$ cat src/rtl/multdiv_pkg.sv
// Shared types and constants for the multdiv unit.
// The divide sequencer and its helper blocks import this package.
package multdiv_pkg;

  typedef enum logic [1:0] {
    IDLE = 2'd0,
    RUN  = 2'd1,
    SIGN = 2'd2,
    DONE = 2'd3
  } div_state_t;

  localparam int unsigned DIV_ITERS = 32;
  localparam int unsigned COUNT_W   = 5;

  // The only signed quotient that cannot be represented: most-negative / -1
  function automatic logic is_div_overflow(input logic [31:0] a, input logic [31:0] b);
    return (a == 32'h8000_0000) && (b == 32'hFFFF_FFFF);
  endfunction

endpackage

$ cat src/rtl/cla_32.sv
// 32-bit carry-lookahead adder built from eight 4-bit lookahead groups.
// Each group's carry-out is formed from group generate/propagate terms.
module cla_32 (
  input  logic [31:0] a,
  input  logic [31:0] b,
  input  logic        cin,
  output logic [31:0] sum,
  output logic        cout
);

  logic [31:0] g;
  logic [31:0] p;
  logic [32:0] c;

  assign g = a & b;
  assign p = a ^ b;

  always_comb begin
    c    = '0;
    c[0] = cin;
    for (int unsigned j = 0; j < 8; j++) begin
      c[4*j+1] = g[4*j] | (p[4*j] & c[4*j]);
      c[4*j+2] = g[4*j+1] | (p[4*j+1] & g[4*j]) | (p[4*j+1] & p[4*j] & c[4*j]);
      c[4*j+3] = g[4*j+2] | (p[4*j+2] & g[4*j+1]) | (p[4*j+2] & p[4*j+1] & g[4*j])
               | (p[4*j+2] & p[4*j+1] & p[4*j] & c[4*j]);
      c[4*j+4] = g[4*j+3] | (p[4*j+3] & g[4*j+2]) | (p[4*j+3] & p[4*j+2] & g[4*j+1])
               | (p[4*j+3] & p[4*j+2] & p[4*j+1] & g[4*j])
               | (p[4*j+3] & p[4*j+2] & p[4*j+1] & p[4*j] & c[4*j]);
    end
  end

  assign sum  = p ^ c[31:0];
  assign cout = c[32];

endmodule

$ cat src/rtl/div_step.sv
// One combinational restoring-division iteration.
// Trial subtract is shifted - divisor via cla_32 (a + ~b + 1).
module div_step (
  input  logic [31:0] rem_in,
  input  logic        dvd_msb,
  input  logic [31:0] divisor,
  output logic [31:0] rem_out,
  output logic        qbit
);

  logic [31:0] shifted;
  logic [31:0] diff;
  logic        no_borrow;

  assign shifted = {rem_in[30:0], dvd_msb};

  cla_32 u_trial_sub (
    .a    (shifted),
    .b    (~divisor),
    .cin  (1'b1),
    .sum  (diff),
    .cout (no_borrow)
  );

  // rem_in[31] set means the true 33-bit shifted value already exceeds any divisor
  assign qbit    = rem_in[31] | no_borrow;
  assign rem_out = qbit ? diff : shifted;

endmodule

$ cat src/rtl/make_positive.sv
// Two's-complement magnitude of a 32-bit operand when enabled.
// |0x80000000| wraps to 0x80000000, which is the correct unsigned magnitude.
module make_positive (
  input  logic [31:0] value,
  input  logic        enable,
  output logic [31:0] magnitude,
  output logic        negative
);

  assign negative  = enable & value[31];
  assign magnitude = negative ? (~value + 32'd1) : value;

endmodule

$ cat src/rtl/div_sequencer.sv
// Multi-cycle 32-bit signed/unsigned restoring divide controller.
// Latches operands on ctrl_DIV, iterates 32 steps, fixes signs, pulses data_resultRDY.
module div_sequencer
  import multdiv_pkg::*;
#(
  parameter bit SIGNED         = 1'b1,
  parameter bit ABORT_ON_START = 1'b1
) (
  input  logic        clock,
  input  logic        resetn,
  input  logic        ctrl_DIV,
  input  logic [31:0] data_operandA,
  input  logic [31:0] data_operandB,
  output logic [31:0] data_result,
  output logic [31:0] data_remainder,
  output logic        data_exception,
  output logic        data_resultRDY,
  output logic        busy
);

  div_state_t         state;
  logic [COUNT_W-1:0] count;
  logic [31:0]        dvd;
  logic [31:0]        divisor;
  logic [31:0]        rem;
  logic               neg_quot;
  logic               neg_rem;
  logic               ovf;

  logic [31:0] mag_a;
  logic [31:0] mag_b;
  logic        sign_a;
  logic        sign_b;
  logic [31:0] step_rem;
  logic        step_q;
  logic [31:0] quot_negated;
  logic [31:0] rem_negated;
  logic [1:0]  neg_cout_unused;
  logic        accept;

  make_positive u_mag_a (
    .value     (data_operandA),
    .enable    (SIGNED),
    .magnitude (mag_a),
    .negative  (sign_a)
  );

  make_positive u_mag_b (
    .value     (data_operandB),
    .enable    (SIGNED),
    .magnitude (mag_b),
    .negative  (sign_b)
  );

  div_step u_step (
    .rem_in  (rem),
    .dvd_msb (dvd[31]),
    .divisor (divisor),
    .rem_out (step_rem),
    .qbit    (step_q)
  );

  cla_32 u_neg_quot (
    .a    (~dvd),
    .b    ('0),
    .cin  (1'b1),
    .sum  (quot_negated),
    .cout (neg_cout_unused[0])
  );

  cla_32 u_neg_rem (
    .a    (~rem),
    .b    ('0),
    .cin  (1'b1),
    .sum  (rem_negated),
    .cout (neg_cout_unused[1])
  );

  assign accept = ctrl_DIV && ((state == IDLE) || (state == DONE) || ABORT_ON_START);

  // dvd doubles as the quotient register: quotient bits shift in as dividend bits shift out
  always_ff @(posedge clock or negedge resetn) begin
    if (!resetn) begin
      state          <= IDLE;
      count          <= '0;
      dvd            <= '0;
      divisor        <= '0;
      rem            <= '0;
      neg_quot       <= 1'b0;
      neg_rem        <= 1'b0;
      ovf            <= 1'b0;
      data_result    <= '0;
      data_remainder <= '0;
      data_exception <= 1'b0;
      data_resultRDY <= 1'b0;
      busy           <= 1'b0;
    end else begin
      data_resultRDY <= 1'b0;
      if (accept) begin
        dvd      <= mag_a;
        divisor  <= mag_b;
        rem      <= '0;
        count    <= '0;
        neg_quot <= SIGNED & (sign_a ^ sign_b);
        neg_rem  <= SIGNED & sign_a;
        ovf      <= SIGNED & is_div_overflow(data_operandA, data_operandB);
        if (data_operandB == '0) begin
          state          <= DONE;
          busy           <= 1'b0;
          data_result    <= '0;
          data_remainder <= '0;
          data_exception <= 1'b1;
          data_resultRDY <= 1'b1;
        end else begin
          state <= RUN;
          busy  <= 1'b1;
        end
      end else begin
        case (state)
          RUN: begin
            rem   <= step_rem;
            dvd   <= {dvd[30:0], step_q};
            count <= count + 1'b1;
            if (count == COUNT_W'(DIV_ITERS - 1)) state <= SIGN;
          end
          SIGN: begin
            data_result    <= neg_quot ? quot_negated : dvd;
            data_remainder <= neg_rem ? rem_negated : rem;
            data_exception <= ovf;
            data_resultRDY <= 1'b1;
            busy           <= 1'b0;
            state          <= DONE;
          end
          DONE:    state <= IDLE;
          default: state <= IDLE;
        endcase
      end
    end
  end

endmodule

$ cat config.mk
export PLATFORM = sky130hd
export DESIGN_NAME = div_sequencer
export DESIGN_NICKNAME = d
export VERILOG_FILES = /design/src/rtl/multdiv_pkg.sv /design/src/rtl/cla_32.sv /design/src/rtl/div_step.sv /design/src/rtl/make_positive.sv /design/src/rtl/div_sequencer.sv
export SDC_FILE = /design/constraint.sdc
export NUM_CORES = 1
export LEC_CHECK = 0
export BUFFER_PORTS_ARGS = -buffer_cell sky130_fd_sc_hd__buf_2
export CORE_MARGIN = 4
export CORE_UTILIZATION = 40
export DETAILED_ROUTE_END_ITERATION = 12
export GPL_TIMING_DRIVEN = 0
export SYNTH_ARGS = -nofsm -noshare
export SYNTH_HDL_FRONTEND = slang
export SYNTH_SLANG_ARGS = --single-unit
$ cat constraint.sdc
create_clock -name clock -period 3.81 [get_ports clock]
set_clock_uncertainty 0.2 [all_clocks]
set_input_delay 0.762 -clock clock [delete_from_list [all_inputs] [get_ports clock]]
set_output_delay 0.762 -clock clock [all_outputs]
set_load 0.05 [all_outputs]
# ---- After elaboration in Yosys (flattened, before gate mapping)
# Index checks and enable logic that the tools add are counted.
dict set report totals {
  inputBits 67
  output_inout_bits 67
  wordCells 417
  reg_bits 173
}
dict set report op_classes {
  n_addsub 3
  reduce_logical 5
  muxes 29
  n_eq_ne 7
  bitwise 360
}
# cell n
set op_table {}
lappend op_table {{two-way mux 32 bit} 14}
lappend op_table {{AND 1 bit} 268}
lappend op_table {{inverter 32 bit} 5}
lappend op_table {{bitwise XOR 32 bit} 4}
lappend op_table {{OR 1 bit} 81}
lappend op_table {{adder 32 x 1 -> 32 bit, second input constant} 2}
lappend op_table {{== test 32 bit, second input constant} 2}
lappend op_table {{AND 32 bit} 1}
lappend op_table {{logical NOT 32 bit} 1}
lappend op_table {{two-way mux 5 bit} 2}
lappend op_table {{two-way mux 1 bit} 9}
lappend op_table {{two-way mux 2 bit} 3}
lappend op_table {{adder 5 x 1 -> 5 bit, second input constant} 1}
lappend op_table {{== test 5 bit, second input constant} 1}
lappend op_table {{case mux 2 bit (2 select lines)} 1}
lappend op_table {{nonzero test 2 bit} 2}
lappend op_table {{inequality test 3 bit, second input constant} 1}
lappend op_table {{== test 2 x 1 -> 1 bit, second input constant} 1}
lappend op_table {{== test 2 bit, second input constant} 1}
lappend op_table {{inequality test 2 x 1 -> 1 bit, second input constant} 1}
lappend op_table {{AND reduction 2 bit} 1}
lappend op_table {{logical AND 1 bit} 1}
lappend op_table {{bitwise XOR 1 bit} 1}

# ---- Depth between registers and ports, before layout
dict set report logic_depth {
  depth_word 25
  mapped_depth 13
  ltp_nobuf 13
}

# ---- Cells and area by module
# From an unflattened synthesis, not the netlist that was laid out.
dict set report unflattened {
  cells_unflattened 1779
  hier_area_um2 15058.2
}
# module cells_per_inst area_each_um2 seq_area_each_um2 instances
set modules_own_cells {}
lappend modules_own_cells {div_sequencer 896 8468.1 4329.2 1}
lappend modules_own_cells {{cla_32 (u_neg_rem ...)} 197 1544.0 0.0 2}
lappend modules_own_cells {{cla_32 (u_neg_quot)} 207 1547.7 0.0 1}
lappend modules_own_cells {make_positive 106 706.9 0.0 2}
lappend modules_own_cells {div_step 70 540.5 0.0 1}

# ---- Worst setup path before layout
# OpenSTA, ideal clock, no wires.
dict set report synth_timing {
  path_kind {input-to-reg}
  startpoint {in data_operandA[4]}
  endpoint {reg dvd[30]}
  path_buffers 0
  required_time_ns 3.473
  slack_ns 0.330
  setup_ns 0.137
  stages 8
  arrival_ns 3.143
  cell_sequence {or4_1 -> nor3_1 -> nand4_1 -> or3_1 -> or3_1 -> o31ai_1 -> xor2_1 -> a21oi_1}
}
dict set report synth_between {
  elab_chain_len 4
}
# element line_no
set synth_lines {}
lappend synth_lines {{from (decl)} div_sequencer.sv:12} ;# input logic [31:0] data_operandA,
lappend synth_lines {{inverter 32 bit} make_positive.sv:11} ;# assign magnitude = negative ? (~value + 32'd1) : value;
lappend synth_lines {{adder 32 x 1 -> 32 bit} make_positive.sv:11}
lappend synth_lines {{two-way mux 32 bit} make_positive.sv:11}
lappend synth_lines {{two-way mux 32 bit} div_sequencer.sv:99} ;# if (accept) begin
lappend synth_lines {{to (signal assigned)} div_sequencer.sv:100} ;# dvd <= mag_a;
lappend synth_lines {{to (signal assigned)} div_sequencer.sv:122} ;# dvd <= {dvd[30:0], step_q};
lappend synth_lines {{to (decl)} div_sequencer.sv:23} ;# logic [31:0] dvd;
# Every way passes these cells.
# A chain may end at the register's enable or synchronous reset.

# ---- Worst setup path in the final report
dict set report layout_timing {
  startpoint {reg rem[2]}
  endpoint {reg rem[3]}
}
dict set report layout_between {
  elab_chain_len 24
  word_cells_on_any_way 31
  cone_classes {mux: 3; bitwise: 28}
}
# element line_no
set layout_lines {}
lappend layout_lines {{from (decl)} div_sequencer.sv:25} ;# logic [31:0] rem;
lappend layout_lines {{from (signal assigned)} div_sequencer.sv:121} ;# rem <= step_rem;
lappend layout_lines {{bitwise XOR 32 bit} cla_32.sv:16} ;# assign p = a ^ b;
lappend layout_lines {{AND 1 bit, on equally long branches} {cla_32.sv:26, cla_32.sv:27, cla_32.sv:28}}
lappend layout_lines {{OR 1 bit (tied with other cells)} cla_32.sv:26} ;# c[4*j+4] = g[4*j+3] | (p[4*j+3] & g[4*j+2]) | (p[4*j+3] & p[4*j+2] & g[4*j+1])
lappend layout_lines {{OR 1 bit / AND 1 bit (equally long branches)} {cla_32.sv:26, cla_32.sv:27}}
lappend layout_lines {{OR 1 bit} cla_32.sv:27} ;# | (p[4*j+3] & p[4*j+2] & p[4*j+1] & g[4*j])
lappend layout_lines {{OR 1 bit} cla_32.sv:28} ;# | (p[4*j+3] & p[4*j+2] & p[4*j+1] & p[4*j] & c[4*j]);
lappend layout_lines {{AND 1 bit} cla_32.sv:28}
lappend layout_lines {{OR 1 bit} cla_32.sv:28}
lappend layout_lines {{[8 not listed]} -}
lappend layout_lines {{AND 1 bit} cla_32.sv:28}
lappend layout_lines {{OR 1 bit} cla_32.sv:28}
lappend layout_lines {{AND 1 bit} cla_32.sv:28}
lappend layout_lines {{OR 1 bit} cla_32.sv:28}
lappend layout_lines {{OR 1 bit} div_step.sv:26} ;# assign qbit = rem_in[31] | no_borrow;
lappend layout_lines {{two-way mux 32 bit (*)} div_step.sv:27} ;# assign rem_out = qbit ? diff : shifted;
lappend layout_lines {{two-way mux 32 bit (*)} div_sequencer.sv:119} ;# case (state)
lappend layout_lines {{two-way mux 32 bit (*)} div_sequencer.sv:99}
# Mark *: on every way between the ends. The rest lies on a longest branch, timed or not. The select of a mux whose other input is x is not followed.

==> results.json <==
{
  "synthCells": 1295,
  "ys_top_cells_by_area": "dfrtp_1 (38%), ha_1 (6.2%), nand2_1 (5.9%), xnor2_1 (5.4%), o21ai_0 (5.3%)",
  "antenna_cells": 0,
  "io_pins": 134,
  "dp_hpwl_mm": 25.9,
  "dieArea_sq_um": 30900,
  "syn_area_per_cell_sq_um": 8.70,
  "hold_viol": 0,
  "start_kind": "flip-flop",
  "slew_headroom_pct": 44.8,
  "fill_cells": 2819,
  "multi_input_area_sq_um": 6400,
  "grt_setup_unrepaired": "false",
  "post_cts_buffers": 0,
  "p_sw_mw": 3.05,
  "power_frac_comb_pct": 39.5,
  "finalCritPeriodShare_pct": 93.6,
  "grt_pass1_vias": 9502,
  "io_buffers": 132,
  "cts_root_buf": "clkbuf_16",
  "wl_met1_mm": 16.5,
  "syn_nets": 1425,
  "numCtsBuffers": 17,
  "antenna_found_initial": 1,
  "whs_ns": 0.108,
  "clock_power_share_pct": 24.9,
  "internal_power_mw": 4.17,
  "nets": 1577,
  "firstDrtPassIters": 5,
  "wl_per_cell_um": 18.0,
  "swShare_pct": 42.3,
  "worstPathMaxFanout": 10,
  "power_frac_seq_pct": 35.6,
  "core_sq_um": 27800,
  "cts.sinks": 173,
  "synthTopCellsByCount": "nand2_1 (177), dfrtp_1 (173), o21ai_0 (120)",
  "synthArstFlopShare_pct": 100,
  "synthFlopType": "dfrtp_1",
  "synth_seq_cells": 173,
  "setup_viol": 0,
  "area_growth_pct": 16.1,
  "p_leak_nw": 6.00,
  "wl_met3_mm": 2.02,
  "power.density_nw_per_um2": 552,
  "worst_pin_slew_ns": 0.828,
  "vias_per_cell": 5.38,
  "grt_usage_pct": 21.2,
  "die_x_um": 176,
  "fin_cells": 1837,
  "cp.arrival_ns": 3.69,
  "drt-initial-drc-count": 783,
  "grt_pass1_wl_mm": 52.3,
  "ant_nets": 0,
  "h-tree-depth": 4,
  "cap_violations": 0,
  "synth.most_common_cell": "nand2_1",
  "std_cell_rows": 61,
  "drive_gt1_share_pct": 13.4,
  "netlist_area_sq_um": 11300,
  "synth_top_area_share_pct": 38.4,
  "clock_path_buffers": 2,
  "ff_latch_area_sq_um": 4330,
  "dp_cells": 1806,
  "fmax_mhz": 281,
  "status": "finished clean",
  "ys_seq_area_share_pct": 38.4,
  "critPathCaptureType": "flip-flop",
  "crit_type": "flip-flop to flip-flop",
  "dr.max_layer_used": "met5",
  "gp_congestion": 0.932,
  "cts_tree": "done",
  "period_needed_ns": 3.56,
  "yosys_warnings": 0,
  "wl_met2_mm": 14.0,
  "synth.distinct_cells": 59,
  "overflow": 0,
  "initial_utilization_pct": 40.6,
  "vias": 9891,
  "wirelength_mm": 33.1,
  "cts.reportedPaths.clkPinSlew_ns": 0.07,
  "irDropWorstVdd_uv": 355,
  "fp.dieH_um": 176,
  "insertion_delay_ns": 0.43,
  "grt_max_degree": 93,
  "cp_data_required_time_ns": 3.93,
  "hp-class": "input pin to async pin",
  "drc": 0,
  "final_max_slew_viol_count": 0,
  "yosysTopAreaCell": "dfrtp_1",
  "synth-edff-count": 0
}
area by class of cell:
class	count	area share (%)
Tap cell	378	3.62
Multi-Input combinational cell	974	48.9
Clock inverter	11	1.03
Sequential cell	173	33.1
Timing Repair Buffer	133	5.34
Clock buffer	20	3.57
Buffer	69	2.15
Inverter	79	2.27
metal layers:
| layer | global-route usage, % | vias up |
|---|---|---|
| met5 | 0 | - |
| met4 | 5.17 | 2 |
| met3 | 3.75 | 40 |
| met2 | 31.4 | 270 |
| met1 | 32.4 | 4738 |
| li1 | - | 4841 |
critical path: stages, from the launching register on:
cell	delay, ns
dfrtp_1	0.46
ha_1	0.26
or3_1	0.42
o221ai_2	0.27
or3_1	0.23
a21boi_2	0.10
o311a_1	0.39
o21ai_0	0.22
clkbuf_4	0.27
clkbuf_2	0.27
nand2_1	0.08
a311oi_1	0.28
registers in the layout, summed over array words and instances, names as in the netlist:
signal	flops
dvd	32
divisor	32
data_result	32
data_resultRDY	1
data_exception	1
neg_rem	1
busy	1
ovf	1
data_remainder	32
state	2
rem	32
neg_quot	1
count	5
cells in the final DEF, fill, tap and decap left out, drive strengths merged, types with 9 or more instances in the layout:
cell type	count
nand2	177
dfrtp	173
buf	144
o21ai	120
nor2	113
inv	81
clkbuf	78
xnor2	69
a21oi	61
xor2	57
ha	56
mux2i	52
o31ai	29
nand4	26
or3	23
nand3	22
a311oi	21
or4	15
o41ai	14
nor2b	12
nor3	10
o21a	9
nor4	9
timing repair:
| item | 4_1_cts | 5_1_grt |
|---|---|---|
| hold buffers | 0 | 0 |
| setup endpoints to repair | 30 | 91 |
| resized for setup | 7 | 11 |
cells by family after synthesis:
group | count (synthesis) | share of synthesized area, %
AND/OR/NAND/NOR | 432 | 18.0
AO/OA/AOI/OAI | 300 | 16.6
flip-flops | 173 | 38.4
buffers and inverters | 148 | 5.00
XOR/XNOR | 126 | 9.79
adder cells (fa/ha/maj) | 63 | 7.46
multiplexers | 53 | 4.72
through the flow:
| stage | utilization, % | area (sq um) | power (mW) | TNS, ns | setup WS (ns) |
|---|---|---|---|---|---|
| floorplan | - | 11300 | 4.55 | 0 | 0.330 |
| global placement | 44.7 | 12400 | 5.37 | -196.48 | -1.04 |
| detailed placement | 44.8 | 12400 | 5.42 | -21.92 | -0.334 |
| CTS | 47.0 | 13100 | 7.24 | 0 | 0.0552 |
| global route | 47.1 | 13100 | 7.67 | 0 | 0.0366 |
| finish | 47.1 | 13100 | 7.22 | 0 | 0.245 |
power groups by stage:
stage / sequential (mW) / clock (mW) / combinational [mW]
2_1_floorplan: 2.94 / 0 / 1.61
3_3_place_gp: 2.58 / 0 / 2.78
3_5_place_dp: 2.59 / 0 / 2.83
4_1_cts: 2.56 / 1.82 / 2.85
5_1_grt: 2.62 / 1.90 / 3.15
6_report: 2.57 / 1.80 / 2.85
path summary, 6_finish.rpt:
kind | cells after the start | slack, ns | end | start
min reg2reg | 2 | 0.27 | data_remainder[12]$_DFFE_PN0P_ | data_remainder[12]$_DFFE_PN0P_
max | 11 | 0.25 | rem[3]$_DFFE_PN0P_ | rem[2]$_DFFE_PN0P_
max reg2reg | 11 | 0.25 | rem[3]$_DFFE_PN0P_ | rem[2]$_DFFE_PN0P_
min | 1 | 0.11 | data_resultRDY$_DFF_PN0_ | resetn
min in group clock | 2 | 0.27 | data_remainder[12]$_DFFE_PN0P_ | data_remainder[12]$_DFFE_PN0P_
max in group asynchronous | 2 | 2.41 | divisor[22]$_DFFE_PN0P_ | resetn
No activity file was read; power rests on OpenSTA's default activity.
